File: config.mk
export PLATFORM = sky130hd
export DESIGN_NAME = vector_mem_sequencer
export DESIGN_NICKNAME = d
export VERILOG_FILES = /design/src/rtl/vseq_pkg.sv /design/src/rtl/vseq_addr_gen.sv /design/src/rtl/vector_mem_sequencer.sv
export SDC_FILE = /design/constraint.sdc
export NUM_CORES = 1
export LEC_CHECK = 0
export CORE_MARGIN = 2
export CORE_UTILIZATION = 53
export CTS_BUF_LIST = sky130_fd_sc_hd__clkbuf_8
export CTS_CLUSTER_SIZE = 20
export DETAILED_ROUTE_END_ITERATION = 6
export PLACE_DENSITY_LB_ADDON = 0.12
export SETUP_SLACK_MARGIN = 0.4
export SLEW_MARGIN = 5
export SYNTH_ARGS = -nofsm -noshare
export SYNTH_HDL_FRONTEND = slang
export SYNTH_SLANG_ARGS = --single-unit
File: constraint.sdc
create_clock -name clk -period 3.5 [get_ports clk]
set_clock_uncertainty 0.1 [all_clocks]
set_input_delay 0.525 -clock clk [delete_from_list [all_inputs] [get_ports clk]]
set_output_delay 0.525 -clock clk [all_outputs]
set_load 0.01 [all_outputs]
File: src/rtl/vseq_pkg.sv
// Shared types and constants for the vector memory sequencer.
// Holds the FSM state enum, lane geometry and the lane-index type.
package vseq_pkg;

   localparam int VSEQ_LANES   = 6;
   localparam int VSEQ_LANE_W  = 8;
   localparam int VSEQ_ADDR_W  = 16;
   localparam int VSEQ_LANE_IW = $clog2(VSEQ_LANES);

   typedef enum logic [1:0] {
      IDLE,
      ACCESS,
      DONE
   } vseq_state_t;

   typedef logic [VSEQ_LANE_IW-1:0] vseq_lane_t;

endpackage

File: src/rtl/vseq_addr_gen.sv
// Lane address generator: latches base (and stride with VSEQ_STRIDE_EN),
// adds the stride on every ack. Ports: clk, rst (sync, low), load, step,
// base, [stride], addr.
module vseq_addr_gen
   import vseq_pkg::*;
#(
   parameter int ADDR_W = VSEQ_ADDR_W
) (
   input  logic              clk,
   input  logic              rst,
   input  logic              load,
   input  logic              step,
   input  logic [ADDR_W-1:0] base,
`ifdef VSEQ_STRIDE_EN
   input  logic [ADDR_W-1:0] stride,
`endif
   output logic [ADDR_W-1:0] addr
);

   logic [ADDR_W-1:0] addr_q;
   logic [ADDR_W-1:0] inc;

`ifdef VSEQ_STRIDE_EN
   logic [ADDR_W-1:0] stride_q;

   always_ff @(posedge clk) begin
      if (!rst)
         stride_q <= '0;
      else if (load)
         stride_q <= stride;
   end

   assign inc = stride_q;
`else
   assign inc = ADDR_W'(1);
`endif

   // Accumulator instead of base + lane*stride; wraps modulo 2^ADDR_W.
   always_ff @(posedge clk) begin
      if (!rst)
         addr_q <= '0;
      else if (load)
         addr_q <= base;
      else if (step)
         addr_q <= addr_q + inc;
   end

   assign addr = addr_q;

endmodule

File: src/rtl/vector_mem_sequencer.sv
// Serializes a LANES x LANE_W vector load/store into byte accesses,
// stalling the pipeline until done. Optional macro: VSEQ_STRIDE_EN.
// Ports: start/isStore/baseAddr/wdata[/stride] in; mem* handshake;
// stall, done, rdata out.
module vector_mem_sequencer
   import vseq_pkg::*;
#(
   parameter int LANES  = VSEQ_LANES,
   parameter int LANE_W = VSEQ_LANE_W,
   parameter int ADDR_W = VSEQ_ADDR_W
) (
   input  logic                    clk,
   input  logic                    rst,
   input  logic                    start,
   input  logic                    isStore,
   input  logic [ADDR_W-1:0]       baseAddr,
   input  logic [LANES*LANE_W-1:0] wdata,
`ifdef VSEQ_STRIDE_EN
   input  logic [ADDR_W-1:0]       stride,
`endif
   input  logic [LANE_W-1:0]       memRdata,
   input  logic                    memAck,
   output logic                    memReq,
   output logic                    memWe,
   output logic [ADDR_W-1:0]       memAddr,
   output logic [LANE_W-1:0]       memWdata,
   output logic                    stall,
   output logic                    done,
   output logic [LANES*LANE_W-1:0] rdata
);

   vseq_state_t state_q;
   vseq_state_t state_d;

   vseq_lane_t              lane_q;
   logic                    store_q;
   logic [LANES*LANE_W-1:0] wdata_q;
   logic [LANES*LANE_W-1:0] rdata_q;

   logic accept;
   logic step;
   logic last;

   assign accept = (state_q == IDLE) && start;
   assign step   = (state_q == ACCESS) && memAck;
   assign last   = (lane_q == vseq_lane_t'(LANES - 1));

   always_ff @(posedge clk) begin
      if (!rst)
         state_q <= IDLE;
      else
         state_q <= state_d;
   end

   always_comb begin
      state_d = state_q;
      unique case (state_q)
         IDLE:    if (start) state_d = ACCESS;
         ACCESS:  if (memAck && last) state_d = DONE;
         DONE:    state_d = IDLE;
         default: state_d = IDLE;
      endcase
   end

   always_comb begin
      memReq   = 1'b0;
      memWe    = 1'b0;
      memWdata = '0;
      stall    = 1'b0;
      done     = 1'b0;
      unique case (state_q)
         IDLE: stall = start;
         ACCESS: begin
            memReq   = 1'b1;
            memWe    = store_q;
            memWdata = wdata_q[lane_q*LANE_W +: LANE_W];
            stall    = 1'b1;
         end
         DONE:    done = 1'b1;
         default: ;
      endcase
   end

   // Load bytes land as they are acked; a store never touches rdata.
   always_ff @(posedge clk) begin
      if (!rst) begin
         lane_q  <= '0;
         store_q <= 1'b0;
         wdata_q <= '0;
         rdata_q <= '0;
      end else if (accept) begin
         lane_q  <= '0;
         store_q <= isStore;
         wdata_q <= wdata;
      end else if (step) begin
         lane_q <= lane_q + vseq_lane_t'(1);
         if (!store_q)
            rdata_q[lane_q*LANE_W +: LANE_W] <= memRdata;
      end
   end

   assign rdata = rdata_q;

   vseq_addr_gen #(
      .ADDR_W (ADDR_W)
   ) u_addr (
      .clk    (clk),
      .rst    (rst),
      .load   (accept),
      .step   (step),
      .base   (baseAddr),
`ifdef VSEQ_STRIDE_EN
      .stride (stride),
`endif
      .addr   (memAddr)
   );

endmodule

==> results.yml <==
outcome:
  status: "completed"
sta:
  max_clock_freq_mhz: 336.8
  fin_crit_ns: 2.970
  setup_viol: 0
  hold_violations: 0
  finalSetupTns_ns: 0
  finalMaxSlewViolations: 0
  slew_headroom: 0.4829
  rsz0062_at_grt: "false"
  timing.final.ws_setup_ns: 0.5305
  tightestPinTransition_ns: 0.7745
  finalCritPeriodShare: 0.8484
clock_tree:
  cts_hold_buffers: 0
  clockRootBuffer: "clkbuf_8"
  post-cts-setup-buffer-count: 0
  cts_tree: "yes"
  clock_latency_ns: 0.43
  cts_inserted_buffers: 17
  htree_levels: 4
  clkSlewWorstSetupHoldPaths_ns: 0.08
  clockBufferDepth: 2
  cts.sinks: 118
pwr:
  p_leak_nw: 2.613
  power_mw: 2.998
  vdd.ir_drop.worst_v: 0.0002730
  power.internal_mw: 2.165
  seqPwrFrac: 0.482
  powerDensity_nw_per_um2: 419.6
  p_sw_mw: 0.8334
  pwr-share-comb: 0.121
  switching_share: 0.2780
  clock_power_share: 0.397
layout:
  drive_gt1_frac: 0.09549
  syn_to_final_growth_pct: 37.75
  n_antenna_cell: 0
  num-nets-final: 826
critical_path:
  worstPathArrival_ns: 2.34
  startpoint_type: "register"
  worstSetupPathType: "register to output pin"
  critPathMaxFanout: 15
  required_ns: 2.87
  end_kind: "output pin"
synthesis:
  async_flop_share: 0
  synth_edf_count: 0
  ys_seq_elements: 118
  syn_area_um2: 5187
  synthTopCellsByArea: "dfxtp_1 46%, nand2_1 13%, mux2i_1 8.1%"
  synth_warnings: 0
  synth.distinct_cells: 53
  yosys.area.top_type: "dfxtp_1"
  synthCells: 599
  synth_top_flop_cell: "dfxtp_1"
  seq_area_frac_synth: 0.4554
  syn-num-nets: 684
  syn_area_per_cell_um2: 8.660
  synth_top_area_share: 0.4554
job:
  drv_cap: 0
grt:
  grt_max_degree: 81
  grt_pass1_vias: 4752
  grt_usage: 0.2703
  antenna_found_initial: 0
  grt.overflow.total: 0
  grt_pass1_wl_mm: 22.05
drt:
  antenna_left: 0
  vias: 4762
  drt_iter0_markers: 189
  drt_pass1_iterations: 4
  drt-total-wl_mm: 13.83
  wl_per_cell_um: 15.59
  routed_via_density: 5.369
  drt_drc_violations_left: 0
min_path:
  hold_path.class: "register to register"
placement:
  post-place-ws_ns: 0.6665
  globalplace.congestion: 0.8435
  io_buffers: 152
  hpwl_mm: 9.902
floorplan:
  io_pins: 153
  core_area_um2: 9639
  initial_utilization: 0.5382
  num_rows: 36
  dieArea_um2: 10590
  fp.dieW_um: 102.9
  die_h_um: 102.9
-- layout make-up --
cell class              instances  area, um2
repair buffers                160       1582
multi-input cells             435       2620
well taps                     133      166.4
flip-flops and latches        118       2365
clock inverters                15      145.1
inverters                       9      33.78
fillers                       750       2494
clock buffers                  17      234.0
-- placed cells by master, fill, tap and decap left out, types with 2 or more instances in the layout --
cell type / instances
nand2_1: 180
clkdlybuf4s50_1: 152
dfxtp_1: 116
a21oi_1: 67
mux2i_1: 42
nor2_1: 29
clkbuf_8: 17
nand3_1: 13
mux4_2: 8
nor3_1: 8
xnor2_1: 8
ha_1: 8
buf_4: 8
inv_1: 7
o21ai_0: 7
mux2_2: 6
a22oi_1: 6
nand4_1: 5
inv_6: 5
nor4_1: 4
a211oi_1: 4
clkinv_4: 4
o31a_1: 3
and3_1: 3
xor2_1: 3
inv_2: 2
and3b_1: 2
a31oi_1: 2
clkinvlp_4: 2
clkinv_2: 2
dfxtp_2: 2
-- power by group through the flow --
stage / combinational (mW) / clock (mW) / sequential, mW
6_report: 0.361 / 1.19 / 1.45
3_3_place_gp: 0.352 / 0 / 1.47
4_1_cts: 0.363 / 1.20 / 1.45
5_1_grt: 0.395 / 1.26 / 1.45
2_1_floorplan: 0.175 / 0 / 1.47
3_5_place_dp: 0.360 / 0 / 1.48
-- stage by stage --
step	utilization	area (um2)	hold slack [ns]	cells
after global routing	0.7413	7146	0.3740	887
final	0.7413	7146	0.3535	887
after global placement	0.7015	6761	0.3403	855
after floorplan	-	5187	0.3329	599
after detailed placement	0.7015	6761	0.3445	855
after CTS	0.7410	7143	0.3552	887
-- kinds of logic after synthesis --
logic type      after synthesis  synth area share
compound gates               98            0.1122
xor+xnor                     11           0.01857
fa+ha+maj                     8           0.01930
buf+inv                      46           0.04124
flops                       118            0.4554
mux                          56            0.1288
simple gates                262            0.2246
-- worst max-delay path, cell delays in order (launching register included) --
cell and delay (ns):
dfxtp_2 0.55, mux4_2 0.55, a22oi_1 0.23, nor2_1 0.09
clkdlybuf4s50_1 0.51
-- synthesized netlist by cell type, types with 3 or more instances --
| library cell | n |
|---|---|
| a211oi_1 | 4 |
| a21oi_1 | 67 |
| a22oi_1 | 6 |
| and3_1 | 3 |
| buf_2 | 6 |
| buf_6 | 4 |
| clkbuf_1 | 26 |
| dfxtp_1 | 118 |
| ha_1 | 8 |
| inv_1 | 8 |
| mux2_2 | 6 |
| mux2i_1 | 42 |
| mux4_2 | 8 |
| nand2_1 | 180 |
| nand3_1 | 13 |
| nand4_1 | 5 |
| nor2_1 | 30 |
| nor3_1 | 8 |
| nor4_1 | 4 |
| o21ai_0 | 7 |
| o31a_1 | 3 |
| xnor2_1 | 8 |
| xor2_1 | 3 |
-- per-layer routing --
layer,track usage,share of wire
met1,0.3099,0.41
met2,0.4740,0.52
met3,0.06508,0.055
met4,0.1265,0.022
met5,0,0
-- repair_timing --
item                       in CTS  in global routing
setup endpoints to repair       4                  6
gates cloned                    0                  0
gates resized for setup         2                  1
-- state kept, by name, summed over array words and instances, names as in the netlist --
register     flops
rdata           48
wdata_q         48
u_addr.addr     16
lane_q           3
state_q          2
store_q          1
-- final timing paths --
kind,slack [ns],cells past startpoint,startpoint,endpoint
worst max register to register,0.90,8,lane_q[0],rdata[1]
worst min-delay path,0.35,2,wdata_q[26],wdata_q[26]
worst max-delay path,0.53,4,lane_q[1],memWdata[0]
worst min register to register,0.35,2,wdata_q[26],wdata_q[26]
No activity file was read; power rests on OpenSTA's default activity.
==> RTL edit, RTL diff (same settings) <==
Set the package constant `VSEQ_ADDR_W` to 15 (it was 16).
--- a/src/rtl/vseq_pkg.sv
+++ b/src/rtl/vseq_pkg.sv
@@ -5,5 +5,5 @@
    localparam int VSEQ_LANES   = 6;
    localparam int VSEQ_LANE_W  = 8;
-   localparam int VSEQ_ADDR_W  = 16;
+   localparam int VSEQ_ADDR_W  = 15;
    localparam int VSEQ_LANE_IW = $clog2(VSEQ_LANES);
 
Interface: changed (resized baseAddr and memAddr); port bits go from 153 to 151. The function was not compared with the original's and may differ.
==> RTL edit against the unedited design <==
  * Power up 1.3%
  * Design area fell by 1.7%
  * Die area fell by 2.6%
  * Synthesized cell count grew 1.0%
  * Area after synthesis is 2.7% lower
  * Routed wire length is 1.2% lower
  * Sequential cell count shrank 1
  * Largest power group unchanged
  * Critical path depth increased by 1
  * Clock power grew 5%
  * First-iteration DRC count increased by 40%
  * Worst setup slack got worse by 0.0079 ns
==> RTL edit: results (changes against the unedited design) <==
| Metric | Value |
|---|---|
| Post-synth top cells | 173 x nand2_1, 117 x dfxtp_1, 69 x a21oi_1, 33 x o21ai_0, 32 x nand3_1 |
| Crit-path max cell delay | 0.51 ns (-0.04 ns) |
| DP HPWL | 9.86 mm (-0.40%) |
| Placed instance area | 6610 um2 (-2.3%) |
| Vias/cell | 5.42 (+0.87%) |
| Flop2flop setup slack | 0.82 ns (-0.08 ns) |
| Placed cell count | 852 (-0.35%) |
| Hold EP | wdata_q[34] |
| Hold Worst Slack | 0.356 ns (+0.00289 ns) |
| Cell variety after synth | 46 (-13%) |
| Maximum fanout along the worst path | 16 (+1) |
| Gpl congestion | 0.950 (+13%) |
| Worst R2R End | rdata[5] |
| Slew @ Worst Pin | 0.804 ns (+0.0291 ns) |
| Share of layout cells above drive strength 1 | 9.27% (-0.28 points) |
| LEAKAGE | 2.55 nW (-2.3%) |
| Worst IR Drop VDD | 0.278 mV (+1.7%) |
| Pre-CTS setup slack | 0.559 ns (-0.107 ns) |
| Reg2reg start | lane_q[1] |
| Syn nets | 689 (+0.73%) |
| Status | finished, final reports clean |
| Global-route wire length before repair | 21.7 mm (-1.6%) |
| Slowest CP cell | mux4_2 |
| Total Routing Usage GR | 27.0% (-0.035 points) |
| Drt initial violations | 265 (+40%) |
-- RTL edit: cell types whose count changed after synthesis, sizes merged, moves of 4 or more --
| cell | change |
|---|---|
| o21ai | +26 |
| or3 | +7 |
| nor2 | -10 |
| inv | -4 |
| nand3 | +18 |
| nand2 | -5 |
| mux2i | -23 |
-- RTL edit: final cells by class --
class	instances	area, um2
multi-input combinational	442	2510
tap	129	161
timing repair buffer	157	1570
clock buffer	17	234
sequential	117	2350
fill	689	2220
inverter	7	27.5
clock inverter	15	170
-- RTL edit: logic make-up (layout without fill, tap and decap cells) --
family / count (synthesis) / in the layout / synth area share (%)
xor gates and xnor gates: 10 / 10 / 1.74
and+or+nand+nor: 274 / 274 / 24.8
muxes: 33 / 33 / 8.68
DFF: 117 / 117 / 46.4
buffers and inverters: 46 / 196 / 3.97
adders and majority gates: 8 / 8 / 1.98
AOI/OAI and AO/OA: 117 / 117 / 12.4
-- RTL edit: how the worst max path moves through the flow --
stage | slack [ns] | cells past startpoint | endpoint | from
after floorplan | 0.62 | 11 | rdata[3] | lane_q[0]
after global placement | 0.70 | 7 | rdata[4] | lane_q[0]
after detailed placement | 0.56 | 7 | rdata[5] | lane_q[0]
after CTS | 0.40 | 5 | memWdata[6] | lane_q[0]
after global routing | 0.41 | 5 | memWdata[7] | lane_q[0]
final | 0.52 | 5 | memWdata[6] | lane_q[0]
-- RTL edit: power breakdown --
group	switching [mW]	internal, mW
Clock	0.597	0.650
Sequential	0.0512	1.38
Combinational	0.169	0.187
-- RTL edit: metal layers --
layer	part of all wire, %	track usage [%]	wire, um	vias up
met5	0	0	0	-
met4	3.2	13.3	442	0
met3	6.3	6.56	859	29
met2	49	45.4	6720	205
met1	41	32.2	5640	2202
li1	-	-	-	2351
-- RTL edit: worst max-delay path: cells and delay by family, from the launching register on --
family	cells	cell delay, ns
buf+inv	2	0.68
flops	1	0.47
simple gates	1	0.07
compound gates	1	0.21
mux	1	0.51
-- RTL edit: repair_timing --
item | in CTS | in global routing
setup endpoints to repair | 7 | 6
gates resized for setup | 3 | 3
pin swaps | 0 | 0
cloned | 0 | 0
